<file path="config.mk">
export PLATFORM = sky130hd
export DESIGN_NAME = qam_demod_mix
export DESIGN_NICKNAME = d
export VERILOG_FILES = /design/src/rtl/qam_demod_mix_pkg.sv /design/src/rtl/qam_demod_acc.sv /design/src/rtl/qam_demod_mix.sv
export SDC_FILE = /design/constraint.sdc
export NUM_CORES = 1
export LEC_CHECK = 0
export ABC_AREA = 1
export CORE_AREA = 2 2 198 200
export CTS_BUF_LIST = sky130_fd_sc_hd__clkbuf_2 sky130_fd_sc_hd__clkbuf_4 sky130_fd_sc_hd__clkbuf_8
export DETAILED_ROUTE_END_ITERATION = 7
export DIE_AREA = 0 0 200 202
export GPL_TIMING_DRIVEN = 0
export PLACE_DENSITY = 0.69
export SKIP_LAST_GASP = 1
export SYNTH_ARGS = -nofsm -noshare
export SYNTH_HDL_FRONTEND = slang
export SYNTH_SLANG_ARGS = --single-unit
</file>
<file path="constraint.sdc">
create_clock -name axi_clk -period 5.3 [get_ports axi_clk]
set_clock_uncertainty 0.05 [all_clocks]
set_input_delay 1.06 -clock axi_clk [delete_from_list [all_inputs] [get_ports axi_clk]]
set_output_delay 1.06 -clock axi_clk [all_outputs]
set_load 0.005 [all_outputs]
</file>
<file path="src/rtl/qam_demod_mix_pkg.sv">
// rtl/qam_demod_mix_pkg.sv - shared widths, demod defaults and FSM state type
package parameter_def;

  localparam int QAM_WIDTH     = 12;
  localparam int CARRIER_WIDTH = 8;
  localparam int FILTER_WIDTH  = 10;
  localparam int DEMOD_SPS     = 16;
  localparam int DEMOD_SHIFT   = 9;

  typedef enum logic [1:0] {IDLE, ARM, RUN} demod_state_t;

endpackage

</file>
<file path="src/rtl/qam_demod_acc.sv">
// rtl/qam_demod_acc.sv - integrate-and-dump with floor shift and clamp for one branch
module qam_demod_acc
  import parameter_def::*;
#(
  parameter int P_W   = QAM_WIDTH + CARRIER_WIDTH,
  parameter int ACC_W = QAM_WIDTH + CARRIER_WIDTH + $clog2(DEMOD_SPS),
  parameter int OUT_W = FILTER_WIDTH,
  parameter int SHIFT = DEMOD_SHIFT
) (
  input  logic                    clk,
  input  logic                    rst,
  input  logic                    clear,
  input  logic                    in_valid,
  input  logic                    first,
  input  logic                    last,
  input  logic signed [P_W-1:0]   prod,
  output logic signed [OUT_W-1:0] result,
  output logic                    clamp
);

  localparam logic signed [ACC_W-1:0] LIM_HI = ACC_W'((1 << (OUT_W - 1)) - 1);
  localparam logic signed [ACC_W-1:0] LIM_LO = ~LIM_HI;

  logic signed [ACC_W-1:0] acc;
  logic signed [ACC_W-1:0] prod_ext;
  logic signed [ACC_W-1:0] sum;
  logic signed [ACC_W-1:0] shifted;
  logic                    hi;
  logic                    lo;

  always_comb begin
    prod_ext = {{(ACC_W - P_W){prod[P_W-1]}}, prod};
    sum      = first ? prod_ext : acc + prod_ext;
    shifted  = sum >>> SHIFT;
    hi       = shifted > LIM_HI;
    lo       = shifted < LIM_LO;
    clamp    = in_valid & last & (hi | lo);
  end

  // a symbol-completing sample is still dumped even while the partial-symbol clear is active
  always_ff @(posedge clk or posedge rst) begin
    if (rst) begin
      acc    <= '0;
      result <= '0;
    end else if (in_valid) begin
      acc <= clear ? '0 : sum;
      if (last) begin
        result <= hi ? LIM_HI[OUT_W-1:0] : (lo ? LIM_LO[OUT_W-1:0] : shifted[OUT_W-1:0]);
      end
    end else if (clear) begin
      acc <= '0;
    end
  end

endmodule

</file>
<file path="src/rtl/qam_demod_mix.sv">
// rtl/qam_demod_mix.sv - coherent QAM-16 mixer, symbol integrator and dump control
module qam_demod_mix
  import parameter_def::*;
#(
  parameter int QAM_W = QAM_WIDTH,
  parameter int CAR_W = CARRIER_WIDTH,
  parameter int OUT_W = FILTER_WIDTH,
  parameter int SPS   = DEMOD_SPS,
  parameter int SHIFT = DEMOD_SHIFT
) (
  input  logic                    axi_clk,
  input  logic                    axi_rst,
  input  logic signed [QAM_W-1:0] qam_data,
  input  logic                    qam_valid,
  input  logic signed [CAR_W-1:0] cor_sin,
  input  logic signed [CAR_W-1:0] cor_cos,
  input  logic                    cor_zero,
  output logic signed [OUT_W-1:0] demod_i,
  output logic signed [OUT_W-1:0] demod_q,
  output logic                    demod_valid,
  output logic                    demod_sat
);

  localparam int P_W   = QAM_W + CAR_W;
  localparam int CNT_W = $clog2(SPS);
  localparam int ACC_W = P_W + CNT_W;

  demod_state_t state, state_next;
  logic accept, flush, kill;
  logic [CNT_W-1:0] cnt;

  logic signed [QAM_W-1:0] data_r;
  logic signed [CAR_W-1:0] cos_r, sin_r;
  logic v1, first1, last1;

  logic signed [P_W-1:0] ext_d, ext_c, ext_s, mul_i, mul_q;
  logic signed [P_W-1:0] prod_i, prod_q;
  logic v2, first2, last2;

  logic acc_valid, clamp_i, clamp_q;

  always_ff @(posedge axi_clk or posedge axi_rst) begin
    if (axi_rst) state <= IDLE;
    else         state <= state_next;
  end

  always_comb begin
    state_next = state;
    accept     = 1'b0;
    flush      = 1'b0;
    case (state)
      IDLE: if (qam_valid) state_next = ARM;
      ARM: begin
        if (!qam_valid) begin
          state_next = IDLE;
        end else if (cor_zero) begin
          state_next = RUN;
          accept     = 1'b1;
        end
      end
      RUN: begin
        if (qam_valid) begin
          accept = 1'b1;
        end else begin
          flush      = 1'b1;
          state_next = IDLE;
        end
      end
      default: state_next = IDLE;
    endcase
  end

  // a nonzero count at the drop means the newest in-flight samples belong to a partial symbol
  assign kill = flush & (cnt != '0);

  always_ff @(posedge axi_clk or posedge axi_rst) begin
    if (axi_rst) begin
      cnt    <= '0;
      v1     <= 1'b0;
      first1 <= 1'b0;
      last1  <= 1'b0;
      data_r <= '0;
      cos_r  <= '0;
      sin_r  <= '0;
    end else begin
      v1 <= accept;
      if (flush) cnt <= '0;
      else if (accept) cnt <= cnt + 1'b1;
      if (accept) begin
        data_r <= qam_data;
        cos_r  <= cor_cos;
        sin_r  <= cor_sin;
        first1 <= (cnt == '0);
        last1  <= (cnt == CNT_W'(SPS - 1));
      end
    end
  end

  always_comb begin
    ext_d = {{CAR_W{data_r[QAM_W-1]}}, data_r};
    ext_c = {{QAM_W{cos_r[CAR_W-1]}}, cos_r};
    ext_s = {{QAM_W{sin_r[CAR_W-1]}}, sin_r};
    mul_i = ext_d * ext_c;
    mul_q = ext_d * ext_s;
  end

  always_ff @(posedge axi_clk or posedge axi_rst) begin
    if (axi_rst) begin
      v2     <= 1'b0;
      first2 <= 1'b0;
      last2  <= 1'b0;
      prod_i <= '0;
      prod_q <= '0;
    end else begin
      v2 <= v1 & ~kill;
      if (v1) begin
        prod_i <= mul_i;
        prod_q <= -mul_q;
        first2 <= first1;
        last2  <= last1;
      end
    end
  end

  assign acc_valid = v2 & (~kill | last2);

  qam_demod_acc #(.P_W(P_W), .ACC_W(ACC_W), .OUT_W(OUT_W), .SHIFT(SHIFT)) u_acc_i (
    .clk(axi_clk), .rst(axi_rst), .clear(kill), .in_valid(acc_valid),
    .first(first2), .last(last2), .prod(prod_i), .result(demod_i), .clamp(clamp_i)
  );

  qam_demod_acc #(.P_W(P_W), .ACC_W(ACC_W), .OUT_W(OUT_W), .SHIFT(SHIFT)) u_acc_q (
    .clk(axi_clk), .rst(axi_rst), .clear(kill), .in_valid(acc_valid),
    .first(first2), .last(last2), .prod(prod_q), .result(demod_q), .clamp(clamp_q)
  );

  always_ff @(posedge axi_clk or posedge axi_rst) begin
    if (axi_rst) begin
      demod_valid <= 1'b0;
      demod_sat   <= 1'b0;
    end else begin
      demod_valid <= acc_valid & last2;
      demod_sat   <= demod_sat | clamp_i | clamp_q;
    end
  end

endmodule

</file>
Word-level counts from Yosys, hierarchy flattened
Index checks and enable logic that the tools add are counted.
Widths: inputs -> output; s select.
{ "op_classes": {"n_bitwise": 12, "addsub": 4, "magnitude_cmp": 4, "muxes": 24, "reduce_logical": 7, "shifts": 0, "div_mod_pow": 0, "n_eq_ne": 6, "mul": 2} }
{ "op_table": {"columns": ["cell", "count"], "rows": [
  ["$mux 24", 7],
  ["$add 24x20->24", 2],
  ["$mul 12x8->20", 2],
  ["$mux 10", 4],
  ["$gt 15x10->1 const B", 2],
  ["$lt 15x10->1 const B", 2],
  ["$neg 20->20", 1],
  ["$mux 2", 4],
  ["$mux 4", 2],
  ["$and 1x1->1", 6],
  ["$pmux 2 s3", 1],
  ["$mux 1", 5],
  ["$or 1x1->1", 5],
  ["$add 4x1->4 const B", 1],
  ["$eq 4x4->1 const B", 1],
  ["$logic_not 4->1", 1],
  ["$ne 2x2->1 const B", 2],
  ["$reduce_bool 2->1", 2],
  ["$reduce_bool 4->1", 1],
  ["$ne 3x3->1 const B", 1],
  ["$reduce_and 3->1", 1],
  ["$eq 2x1->1 const B", 1],
  ["$eq 2x2->1 const B", 1],
  ["$logic_not 2->1", 1],
  ["other kinds (3)", 3]
]} }
{ "totals": {"reg_bits": 150, "inputBits": 32, "latch_bits": 0, "romBits": 0, "wordCells": 78, "ramBits": 0, "output_inout_bits": 22, "mem_count": 0} }

Longest topological paths before layout
{ "depth": {"word_depth": 10, "depth_mapped": 24, "depth_no_buf": 22} }

Hierarchy
Synthesis repeated with hierarchy kept, for this count alone.
{ "unflattened": {"hier_cells": 2521, "area_unflattened_um2": 17483.0} }
{ "modules_own_cells": {"columns": ["mod", "n_inst", "seq_area_each_um2", "area_per_inst_um2", "cells_each"], "rows": [
  ["qam_demod_mix", 1, 2052.0, 11182.0, 1505],
  ["qam_demod_acc", 2, 850.8, 3150.5, 508]
]} }

Worst setup path before layout
Ideal clock, no wire load.
{ "synth_timing": {"path_kind": "register to register", "start": "reg data_r[11]", "end": "reg prod_q[19]", "path_stages_with_launch": 22, "setup_time_ns": 0.135, "synth_period_minus_slack_ns": 4.875, "path_buffers": 2, "path_slack_ns": 0.425, "arrival_ns": 4.691, "t_required_ns": 5.115, "cell_sequence": "dfrtp_1 clkbuf_1 clkbuf_1 nand2_1 inv_1 fa_1 inv_1 fa_1 fa_1 inv_1 fa_1 inv_1 ha_1 ha_1 inv_1 nor3_1 nand2_1 inv_1 nand4_1 o211ai_1 xor2_1 o21ai_0"} }
{ "synth_between": {"elab_chain_len": 2} }
{ "synth_lines": {"columns": ["item", "line", "source"], "rows": [
  ["start, declared", "qam_demod_mix.sv:32", "logic signed [QAM_W-1:0] data_r;"],
  ["start signal, assigned", "qam_demod_mix.sv:90", "data_r <= qam_data;"],
  ["$mul 12x8->20", "qam_demod_mix.sv:104", "mul_q = ext_d * ext_s;"],
  ["$neg 20->20", "qam_demod_mix.sv:118", "prod_q <= -mul_q;"],
  ["end signal, assigned", "qam_demod_mix.sv:118", null],
  ["end, declared", "qam_demod_mix.sv:37", "logic signed [P_W-1:0] prod_i, prod_q;"]
]} }
No other way between the ends.
A chain may end at the register's enable or synchronous reset.

Worst setup path after layout
Ends and elaborated chain as after synthesis.

==> run_results.csv <==
group,metric,value,unit
route,wl_per_cell,15.0,um
global_route,globalRouteOverflowTotal,0,
route,drc,0,
timing,finalHoldViolCount,0,
floorplan,die_x,200,um
worst_setup_path,crit-reg2reg-capture,"prod_q[19]",
route,viasPerCell,5.00,
worst_setup_path,r2r_slack,0.25,ns
route,drt_iter0_drc,938,
timing,layout_min_cycle_time,5.05,ns
floorplan,io_pins,54,
yosys,synth_top_area_frac,0.221,
yosys,async_reset_ff_frac,1.00,
worst_setup_path,setup.worst_path.start,"data_r[11]",
timing,rsz0062_at_grt,"yes",
clock_tree,clkLatencyLatePin,0.49,ns
yosys,ys_ff_latch,150,
yosys,synthCells,2377,
route,firstDrtPassIters,5,
yosys,syn_nets,2708,
finish,area_delta_synth_final,10.4,%
worst_setup_path,path_class,"reg2reg",
global_route,antenna_found_initial,0,
global_route,grt_pass1_wl,73.3,mm
floorplan,core-area,38300,um^2
hold_path,hold_path.class,"reg2reg",
finish,antennaDiodeCount,0,
timing,finalSetupTns,0,ns
timing,slew-limit-headroom,0.399,
finish,drive_gt1_frac,0.0634,
clock_tree,htreeDepth,4,
yosys,syn_avg_cell_area,7.15,um^2
global_route,globalRouteTotalUtil,0.228,
yosys,ys.flop_type,"dfrtp_1",
placed_design,placed_cells,2950,
clock_tree,cts_tree,"built",
yosys,yosys.area.top_type,"dfrtp_1",
worst_setup_path,crit_path_end,"prod_q[19]",
global_route,grt_max_degree,62,
outcome,outcome,"finished clean",
route,routed_wl,44.7,mm
floorplan,num_rows,72,
floorplan,start_util,0.444,
clock_tree,cts_max_path_buffers,2,
worst_setup_path,crit_path_max_fanout,10,
yosys,synth_cell_type_count,46,
placed_design,gp_congestion,0.923,
placed_design,hpwl,36.6,mm
clock_tree,clock-sinks,150,
worst_setup_path,end_kind,"register",
floorplan,die_h,202,um
yosys,syn_area,17000,um^2
route,ant_nets,0,
route,vias,14900,
yosys,synth_edf_count,0,
floorplan,dieArea,40400,um^2
timing,post-route-period-util,0.953,
finish,final_nets,2777,
timing,fmaxAchievable,0.198,GHz
yosys,yosysMostFrequentCell,"nand2_1",
yosys,synth_top_cells_by_area,"dfrtp_1 22%, fa_1 18%, nand2_1 15%",
timing,drv_slew,0,
yosys,synth_commonest_cells,"697 x nand2_1, 496 x inv_1, 154 x fa_1",
worst_setup_path,crit_arrival,5.36,ns
worst_setup_path,rr_worst_depth,20,
job,max_cap_viol_count,0,
placed_design,port_buffers,53,
timing,setup-violations-final,0,
yosys,yosys_warnings,0,
clock_tree,cts-root-buf,"clkbuf_8",
global_route,grt_pass1_vias,14700,
clock_tree,cts_buffers,17,
worst_setup_path,crit_required,5.61,ns
timing,tightest_slew,0.902,ns
worst_setup_path,critPathLaunchType,"register",
yosys,ys_seq_area_frac,0.221,
clock_tree,clk_pin_slew_worst_paths,0.09,ns
worst_setup_path,r2r-start,"data_r[11]",
finish,final_cells,2977,
==> flip-flops by register name, indices dropped and copies added (netlist names) <==
| register | count |
|---|---|
| u_acc_i.acc | 24 |
| data_r | 12 |
| first1 | 1 |
| last1 | 1 |
| first2 | 1 |
| u_acc_q.result | 10 |
| sin_r | 8 |
| cnt | 4 |
| cos_r | 8 |
| v1 | 1 |
| u_acc_i.result | 10 |
| last2 | 1 |
| v2 | 1 |
| demod_valid | 1 |
| state | 2 |
| prod_q | 20 |
| u_acc_q.acc | 24 |
| prod_i | 20 |
| demod_sat | 1 |
==> critical path, stage by stage, from the launching register on <==
cell and delay [ns]:
dfrtp_2 0.43, clkbuf_4 0.22, nand2_2 0.11, inv_1 0.09, fa_1 0.54, inv_2 0.14, fa_2 0.49, fa_1 0.54
inv_1 0.06, fa_1 0.54, inv_1 0.06, ha_1 0.29, ha_1 0.34, inv_1 0.14, nor3_2 0.23, nand2_1 0.12
inv_1 0.07, nand4_1 0.07, o211ai_1 0.12, xor2_1 0.18, o21ai_0 0.09
==> area by class of cell <==
class / instances / area (um^2)
multi-input combinational: 1636 / 11100
buffer: 67 / 302
sequential: 150 / 3770
timing repair buffer: 64 / 653
fill: 3867 / 19500
clock inverter: 11 / 116
clock buffer: 21 / 270
tap: 518 / 648
inverter: 510 / 1920
==> per-layer routing <==
metal / global-route usage / vias to the layer above / share of wire
met5: 0 / - / 0
met4: 0.0712 / 0 / 0.026
met3: 0.0314 / 84 / 0.044
met2: 0.380 / 379 / 0.47
met1: 0.308 / 7051 / 0.46
li1: - / 7385 / -
==> layout by cell type, fill, tap and decap left out, types with 5 or more instances in the layout <==
cell type and count:
inv_2 13, clkbuf_2 13, fa_1 153, o21ai_0 131, nand3_1 135, buf_4 9
nand2_1 696, clkdlybuf4s50_1 53, nor2_1 110, nand4_1 21, nand3b_1 6, xnor2_1 14
nand3_2 6, nor3_1 11, buf_2 9, a21oi_1 80, inv_1 493, clkbuf_4 9
dfrtp_2 10, dfrtp_1 140, ha_1 142, a31oi_1 12, mux2i_1 5, or2_2 16
clkbuf_1 37, clkbuf_8 18, xor2_1 29, inv_6 5, nand2_2 14, o21bai_1 7
==> cell families after synthesis <==
logic type / synth area share
AOI/OAI and AO/OA: 0.0809
xor gates and xnor gates: 0.0221
adders and majority gates: 0.288
buffers and inverters: 0.131
DFF: 0.221
muxes: 0.00294
and+or+nand+nor: 0.255
==> through the flow <==
| stage | area [um^2] | util | setup slack [ns] | hold WS, ns |
|---|---|---|---|---|
| final | 18800 | 0.490 | 0.247 | 0.444 |
| after global routing | 18800 | 0.490 | -0.0288 | 0.467 |
| after CTS | 18600 | 0.487 | -0.0238 | 0.448 |
| after detailed placement | 18200 | 0.477 | -0.558 | 0.427 |
| after global placement | 18200 | 0.475 | -1.99 | 0.413 |
| after floorplan | 17000 | - | 0.154 | 0.403 |
==> what timing repair did <==
| action | CTS | global route |
|---|---|---|
| hold buffers | 0 | 0 |
| gates resized for setup | 17 | 57 |
| buffers inserted | 0 | 9 |
| pin swaps | 0 | 0 |
| endpoints found under the setup margin | 11 | 11 |
==> worst min path at each step <==
stage | endpoint | cells past startpoint | slack [ns] | startpoint
after floorplan | last2 | 2 | 0.40 | last2
after global placement | demod_sat | 2 | 0.41 | demod_sat
after detailed placement | u_acc_q.result[9] | 2 | 0.43 | u_acc_q.result[9]
after CTS | demod_sat | 2 | 0.45 | demod_sat
after global routing | u_acc_q.result[3] | 2 | 0.47 | u_acc_q.result[3]
final | demod_sat | 2 | 0.44 | demod_sat
Power is left out: the tool's default activity adds up to more than one toggle a clock period on the data nets, which glitch-free logic cannot reach.
